## src/rtl/fetch_redirect_ctrl_pkg.sv

```systemverilog
// ============================================================================
// fetch_redirect_ctrl_pkg : shared constants and FSM encoding for next-PC control
// Revision: 1.0
// ============================================================================
`default_nettype none

package fetch_redirect_ctrl_pkg;

  localparam logic [31:0] RESET_PC_DEF = 32'h0000_3000;
  localparam logic [31:0] EXC_VEC_DEF  = 32'h0000_4180;
  localparam logic [31:0] TEXT_LO_DEF  = 32'h0000_3000;
  localparam logic [31:0] TEXT_HI_DEF  = 32'h0000_4ffc;

  localparam logic [4:0] EXC_NONE = 5'd0;
  localparam logic [4:0] EXC_ADEL = 5'd4;

  typedef enum logic [1:0] {
    ST_RUN   = 2'd0,
    ST_PEND  = 2'd1,
    ST_FLUSH = 2'd2
  } state_e;

endpackage

`default_nettype wire

```

## src/rtl/fetch_addr_check.sv

```systemverilog
// ============================================================================
// fetch_addr_check : flags AdEL for a misaligned or out-of-text fetch address
// Revision: 1.0
// ============================================================================
`default_nettype none

module fetch_addr_check
  import fetch_redirect_ctrl_pkg::*;
#(
  parameter logic [31:0] TEXT_LO = TEXT_LO_DEF,
  parameter logic [31:0] TEXT_HI = TEXT_HI_DEF
) (
  input  logic [31:0] pc_i,
  output logic [4:0]  fetch_exc_o
);

  logic misaligned;
  logic out_of_range;

  assign misaligned   = |pc_i[1:0];
  assign out_of_range = (pc_i < TEXT_LO) || (pc_i > TEXT_HI);
  assign fetch_exc_o  = (misaligned || out_of_range) ? EXC_ADEL : EXC_NONE;

endmodule

`default_nettype wire

```

## src/rtl/fetch_redirect_ctrl.sv

```systemverilog
// ============================================================================
// fetch_redirect_ctrl : next-PC select, held branch redirect and flush sequencing
// Revision: 1.0
// ============================================================================
`default_nettype none

module fetch_redirect_ctrl
  import fetch_redirect_ctrl_pkg::*;
#(
  parameter logic [31:0] RESET_PC     = RESET_PC_DEF,
  parameter logic [31:0] EXC_VEC      = EXC_VEC_DEF,
  parameter logic [31:0] TEXT_LO      = TEXT_LO_DEF,
  parameter logic [31:0] TEXT_HI      = TEXT_HI_DEF,
  parameter int          FLUSH_CYCLES = 1
) (
  input  logic        clk,
  input  logic        reset,
  input  logic [31:0] pc_i,
  input  logic        stall_i,
  input  logic        br_taken_i,
  input  logic [31:0] br_target_i,
  input  logic        exc_req_i,
  input  logic        eret_i,
  input  logic [31:0] epc_i,
  output logic [31:0] npc_o,
  output logic        pc_we_o,
  output logic        flush_o,
  output logic        pend_o,
  output logic [4:0]  fetch_exc_o,
  output logic [1:0]  state_o
);

  localparam int CNT_W = (FLUSH_CYCLES < 1) ? 1 : $clog2(FLUSH_CYCLES + 1);
  localparam logic [CNT_W-1:0] CNT_LAST = CNT_W'((FLUSH_CYCLES < 1) ? 0 : FLUSH_CYCLES - 1);

  state_e           state, next_state;
  logic [31:0]      pend_target, pend_target_nx;
  logic [CNT_W-1:0] flush_cnt, flush_cnt_nx;
  logic [31:0]      pc_plus4;

  assign pc_plus4 = pc_i + 32'd4;

  always_comb begin
    npc_o          = pc_plus4;
    pc_we_o        = 1'b1;
    flush_o        = 1'b0;
    next_state     = state;
    pend_target_nx = pend_target;
    flush_cnt_nx   = flush_cnt;

    if (reset) begin
      npc_o          = RESET_PC;
      next_state     = ST_RUN;
      pend_target_nx = '0;
      flush_cnt_nx   = '0;
    end else if (exc_req_i || eret_i) begin
      // Redirect into the handler or back to EPC; any held branch is stale now.
      npc_o          = exc_req_i ? EXC_VEC : epc_i;
      flush_o        = 1'b1;
      next_state     = ST_FLUSH;
      pend_target_nx = '0;
      flush_cnt_nx   = '0;
    end else begin
      unique case (state)
        ST_RUN: begin
          if (br_taken_i && !stall_i) begin
            npc_o = br_target_i;
          end else if (br_taken_i) begin
            npc_o          = pc_i;
            pc_we_o        = 1'b0;
            pend_target_nx = br_target_i;
            next_state     = ST_PEND;
          end else if (stall_i) begin
            npc_o   = pc_i;
            pc_we_o = 1'b0;
          end
        end
        ST_PEND: begin
          if (stall_i) begin
            npc_o   = pc_i;
            pc_we_o = 1'b0;
          end else begin
            npc_o      = pend_target;
            next_state = ST_RUN;
          end
        end
        ST_FLUSH: begin
          // D-stage branch and stall belong to squashed instructions here.
          if (flush_cnt == CNT_LAST) begin
            next_state   = ST_RUN;
            flush_cnt_nx = '0;
          end else begin
            flush_cnt_nx = flush_cnt + 1'b1;
          end
        end
        default: next_state = ST_RUN;
      endcase
    end
  end

  always_ff @(posedge clk) begin
    if (reset) begin
      state       <= ST_RUN;
      pend_target <= '0;
      flush_cnt   <= '0;
    end else begin
      state       <= next_state;
      pend_target <= pend_target_nx;
      flush_cnt   <= flush_cnt_nx;
    end
  end

  assign pend_o  = (state == ST_PEND);
  assign state_o = state;

  fetch_addr_check #(
    .TEXT_LO (TEXT_LO),
    .TEXT_HI (TEXT_HI)
  ) u_addr_check (
    .pc_i        (pc_i),
    .fetch_exc_o (fetch_exc_o)
  );

endmodule

`default_nettype wire

```

## config.mk

```make
export PLATFORM = sky130hd
export DESIGN_NAME = fetch_redirect_ctrl
export DESIGN_NICKNAME = d
export VERILOG_FILES = /design/src/rtl/fetch_redirect_ctrl_pkg.sv /design/src/rtl/fetch_addr_check.sv /design/src/rtl/fetch_redirect_ctrl.sv
export SDC_FILE = /design/constraint.sdc
export NUM_CORES = 1
export LEC_CHECK = 0
export CAP_MARGIN = 20
export CORE_ASPECT_RATIO = 0.75
export CORE_MARGIN = 1.5
export CORE_UTILIZATION = 47
export DETAILED_ROUTE_END_ITERATION = 8
export PLACE_DENSITY = 0.84
export RECOVER_POWER = 25
export SETUP_SLACK_MARGIN = 0.5
export SLEW_MARGIN = 20
export SYNTH_ARGS = -nofsm -noshare
export SYNTH_HDL_FRONTEND = slang
export SYNTH_SLANG_ARGS = --single-unit
```

## constraint.sdc

```tcl
create_clock -name clk -period 3.3 [get_ports clk]
set_clock_uncertainty 0.2 [all_clocks]
set_input_delay 0.33 -clock clk [delete_from_list [all_inputs] [get_ports clk]]
set_output_delay 0.33 -clock clk [all_outputs]
set_load 0.01 [all_outputs]
```

== Yosys cells after proc, flatten, opt, wreduce, memory -nomap -nowiden ==
Index checks and enable logic that the tools add are counted.
Cells by class
  add/subtract/negate cells: 2
  $lt $le $gt $ge: 2
  equality and inequality tests: 10
  muxes and demuxes: 24
  bitwise gates (word level): 1
  reductions and logical operators: 11
Operator list (number)
  32-bit two-way mux: 7
  32-bit case mux with 2 select lines: 1
  32-bit by 3-bit adder with 32-bit output, second input constant: 1
  32-bit by 15-bit > comparator with 1-bit output, second input constant: 1
  32-bit by 14-bit < comparator with 1-bit output, second input constant: 1
  2-bit two-way mux: 5
  3-bit != test, second input constant: 3
  1-bit two-way mux: 8
  2-bit != test, second input constant: 4
  4-bit AND reduction: 2
  2-bit case mux with 3 select lines: 1
  2-bit OR reduction: 2
  1-bit logical OR: 3
  3-bit two-way mux: 1
  3-bit by 2-bit != test with 1-bit output, second input constant: 1
  3-bit AND reduction: 1
  2-bit by 1-bit == test with 1-bit output, second input constant: 1
  2-bit == test, second input constant: 1
  2-bit logical NOT: 1
  1-bit case mux with 2 select lines: 1
  1-bit adder, second input constant: 1
  1-bit logical AND: 1
  1-bit logical NOT: 1
  1-bit inverter: 1
Storage, ports and cells
  flip-flop bits (word level): 35
  bits of input ports: 102
  output and inout bits: 42
  word-level logic and storage cells: 54

== Logic depth before layout (Yosys ltp) ==
  word-level depth: 7
  mapped depth: 10
  mapped depth without buffers: 8

== By module ==
A second synthesis with hierarchy kept.
Second synthesis, totals
  cell total of the unflattened synthesis: 546
  area total of the unflattened synthesis: 3582.2 um2
Modules (own cells, without submodules)
  fetch_redirect_ctrl: times used 1, cells an instance 531, area each 3489.6 um2, sequential area each 680.7 um2
  fetch_addr_check: times used 1, cells an instance 15, area each 92.6 um2, sequential area each 0.0 um2

== Worst setup path after synthesis ==
OpenSTA, ideal clock, no wires.
  kind: input-to-output
  start point: input port pc_i[2]
  end point: output port npc_o[18]
  arrival time: 1.784 ns
  required time: 2.770 ns
  path slack: 0.986 ns
  stages: 8
  buffers on the path: 1
  cell sequence: ha_1 clkbuf_1 and2_1 nand3_1 nor4_1 xnor2_1 nor2_1 o21ai_0
Between the ends
  longest elaborated chain between the ends: 7
RTL lines
  start, declared: RTL line fetch_redirect_ctrl.sv:18  | input logic [31:0] pc_i,
  32-bit by 3-bit adder with 32-bit output (*): RTL line fetch_redirect_ctrl.sv:41  | assign pc_plus4 = pc_i + 32'd4;
  32-bit two-way mux: RTL line fetch_redirect_ctrl.sv:73  | end else if (stall_i) begin
  32-bit two-way mux: RTL line fetch_redirect_ctrl.sv:68  | end else if (br_taken_i) begin
  32-bit two-way mux: RTL line fetch_redirect_ctrl.sv:66  | if (br_taken_i && !stall_i) begin
  32-bit case mux with 2 select lines (*): RTL line fetch_redirect_ctrl.sv:64  | unique case (state)
  32-bit two-way mux (*): RTL line fetch_redirect_ctrl.sv:56  | end else if (exc_req_i || eret_i) begin
  32-bit two-way mux (*): RTL line fetch_redirect_ctrl.sv:51  | if (reset) begin
  end, declared: RTL line fetch_redirect_ctrl.sv:25  | output logic [31:0] npc_o,
Every way passes the cells marked *; elsewhere a longest branch is shown, timed or not.

== Worst setup path after layout ==
  start point: input port eret_i
  end point: output port npc_o[24]
Between the ends
  longest elaborated chain between the ends: 3
RTL lines
  start, declared: RTL line fetch_redirect_ctrl.sv:23  | input logic eret_i,
  1-bit logical OR: RTL line fetch_redirect_ctrl.sv:56
  32-bit two-way mux: RTL line fetch_redirect_ctrl.sv:56
  32-bit two-way mux: RTL line fetch_redirect_ctrl.sv:51
Every way passes these cells.

==> flow_summary_export.csv <==
group,metric,value,unit
finish,drive_gt1_share,20.8,%
pwr,irDropWorstVdd,0.185,mV
detailed_routing,detail-route-antenna-nets,0,
floorplan,start_util,49.6,%
clock_tree,numCtsBuffers,5,
critical_path,critical-path-max-stage-delay,0.59,ns
synthesis,netlist.area_leader.share,19.7,%
global_routing,met3_usage,9.02,%
finish,syn_to_final_growth,63.7,%
min_path,hold_path.class,"reg -> reg",
floorplan,rows,26,
timing,rsz0062_at_grt,"true",
detailed_routing,vias,4995,
timing,tightest_slew,0.614,ns
timing,hold_violations,0,
placed_design,pre_cts_slack,-0.00703,ns
global_routing,met2_usage,57.7,%
pwr,powerDensity,227,nW/um2
critical_path,cp_cell_sequence,"dlygate4sd3_1, or2_2, nor2_1, clkbuf_1, o311ai_0, a21oi_1, a22o_1, dlygate4sd2_1",
detailed_routing,drc,0,
finish,fillerInstances,493,
clock_tree,clock_latency,0.30,ns
synthesis,syn-cell-area,3450,um2
placed_design,placed_cell_area,5220,um2
placed_design,place_congestion,1.04,
floorplan,die_x,102,um
floorplan,die_area,7870,um2
detailed_routing,wl,15100,um
critical_path,cpMaxStageDelayCell,"dlygate4sd3_1",
critical_path,arrival,2.55,ns
critical_path,critPathKind,"in -> out",
synthesis,synth_flop_cell,"dfxtp_1",
min_path,holdPathStages,2,
timing,slew_headroom,59.1,%
synthesis,ys_seq_area_share,19.7,%
detailed_routing,vias_per_cell,6.18,
timing,max_freq,0.325,GHz
min_path,hold_start,"pend_target[4]",
timing,min_period,3.08,ns
synthesis,synth_top_area_cell,"dfxtp_1",
critical_path,r2r-end,"pend_target[0]",
pwr,power.total,1.28,mW
global_routing,grt_pass1_wl,22800,um
clock_tree,path_clk_slew,0.08,ns
placed_design,dp_hpwl,10700,um
global_routing,grtUsageMet1,48.2,%
detailed_routing,first_pass_iters,6,
clock_tree,cts_root_buf,"clkbuf_8",
flow_run,cap_violations,0,
global_routing,overflow,0,
global_routing,grt_use_total,36.5,%
critical_path,ff2ff_path_depth,7,
global_routing,grt_antenna_before_repair,0,
outcome,outcome,"complete, no violations",
critical_path,crit_path_start_kind,"primary input",
timing,fin_crit_sh,93.3,%
timing,setup_viol,0,
finish,final_common_cell,"nand2_1",
critical_path,worstSetupEndpointType,"output pin",
min_path,hold_path_end,"pend_target[4]",
synthesis,yosys_warnings,0,
synthesis,syn_avg_cell_area,6.52,um2
placed_design,portBuffers,139,
critical_path,crit_required,2.77,ns
floorplan,core_area,6960,um2
floorplan,fp.dieH,77.2,um
synthesis,ys_ff_latch,34,
finish,layout_common_cells,"102 x nand2_1, 80 x clkdlybuf4s50_1, 69 x buf_4, 64 x a21oi_1, 43 x nor2_1",
detailed_routing,wl_per_cell,18.6,um
critical_path,crit_path_max_fanout,4,
clock_tree,clock_sinks,34,
clock_tree,h-tree-depth,2,
clock_tree,cts_tree,"built",
synthesis,yosys.cell_types.count,59,
detailed_routing,drt_iter0_drc,594,
critical_path,reg2reg_setup_slack,0.87,ns
global_routing,grt_pass1_vias,4673,
pwr,p_leak,2.35,nW
critical_path,worst-path-buf-inv,3,
synthesis,synth_async_sr_flop_share,0,%
clock_tree,hold_buffers,0,
finish,fin_nets,812,
critical_path,path_delay_family,"buffers and inverters",
timing,setup_slack,0.222,ns
finish,final_cell_area,5650,um2
synthesis,netlist_top_cells_area,"dfxtp_1 20%, nand2_1 11%, a21oi_1 9.4%",
timing,drv_slew,0,
global_routing,grt_max_degree,44,
synthesis,synth_edf_count,0,
global_routing,grt_busiest_layer,"met2",
synthesis,synthCells,529,
floorplan,io_pins,144,
finish,diodes,0,
clock_tree,clockBufferDepth,2,
critical_path,r2r-start,"state_o[1]",
==> where the power goes <==
part           switching [mW]  leakage [nW]  internal (mW)
clock                   0.179        0.0482          0.169
combinational           0.263          2.02          0.255
sequential            0.00320         0.275          0.414
==> per-layer routing <==
layer	up-vias	wire (um)
met2	402	6800
met3	53	1950
met4	0	340
met5	-	0
met1	2295	5970
li1	2245	-
==> cells in the mapped netlist, types with 2 or more instances <==
cell type and instances:
and3_1 3, xor2_1 6, xnor2_1 17, o31a_1 2, a221o_1 2, nor4_2 2, nor3_1 13, nor4_1 9
o221ai_1 14, o21a_1 2, buf_2 14, and4_1 3, nor2_1 44, nor2b_1 7, a22oi_1 3, dfxtp_1 34
buf_4 7, a21oi_1 65, or2_1 2, or2_2 4, and2_1 4, a2111oi_0 3, o21ai_0 28, nand3_1 10
a221oi_1 12, nor3b_1 10, nand4_1 7, clkbuf_1 26, inv_1 19, o22ai_1 6, or3_1 2, a31oi_1 2
mux2i_1 11, o31ai_1 2, buf_1 3, a22o_1 3, nand2_1 105, nand3b_1 2
==> flip-flops by register name (all words and copies together), names as in the netlist <==
register     cells
pend_target     32
state_o          2
==> area by class of cell <==
| class | instances | area (um2) | area share, % |
|---|---|---|---|
| Multi-Input combinational cell | 429 | 2690 | 47.7 |
| Timing Repair Buffer | 220 | 1990 | 35.2 |
| Sequential cell | 34 | 681 | 12.1 |
| Tap cell | 98 | 123 | 2.17 |
| Clock buffer | 7 | 86.3 | 1.53 |
| Inverter | 19 | 72.6 | 1.28 |
| Clock inverter | 1 | 5.00 | 0.0886 |
==> through the flow <==
step | util [%] | std cells | hold slack [ns] | TNS [ns]
finish | 81.1 | 808 | 0.259 | 0
global route | 81.1 | 808 | 0.281 | 0
CTS | 79.0 | 800 | 0.257 | 0
detailed placement | 75.0 | 781 | 0.247 | -0.00703
global placement | 75.0 | 781 | 0.242 | -0.00488
floorplan | - | 532 | 0.236 | 0
==> cell families (layout without fill, tap and decap cells) <==
group / after synthesis / in the layout / share of synthesized area (%)
fa+ha+maj: 1 / 1 / 0.363
xor+xnor: 23 / 23 / 5.84
simple gates: 235 / 235 / 33.6
other cells: 1 / 4 / 0.109
mux: 11 / 11 / 3.19
compound gates: 155 / 155 / 28.4
flops: 34 / 34 / 19.7
buf+inv: 69 / 247 / 8.77
==> worst min-delay path, cell delays in order, from the launching register on <==
cell and delay, ns:
dfxtp_1 0.31, nand2_1 0.05, a21oi_1 0.05
==> worst max path at each step <==
stage / from / to / slack, ns / cells after the start
floorplan: pc_i[2] / npc_o[18] / 0.99 / 8
global placement: pc_i[5] / npc_o[26] / -0.005 / 10
detailed placement: pc_i[5] / npc_o[26] / -0.007 / 10
CTS: pc_i[4] / npc_o[26] / 0.30 / 11
global route: eret_i / npc_o[24] / 0.24 / 8
finish: eret_i / npc_o[24] / 0.22 / 8
==> timing repair <==
| action | 4_1_cts | 5_1_grt |
|---|---|---|
| endpoints found under the setup margin | 33 | 28 |
| buffers inserted | 11 | 8 |
| resized for setup | 103 | 44 |
| pin swaps | 16 | 16 |
(Power assumes the default switching activity.)
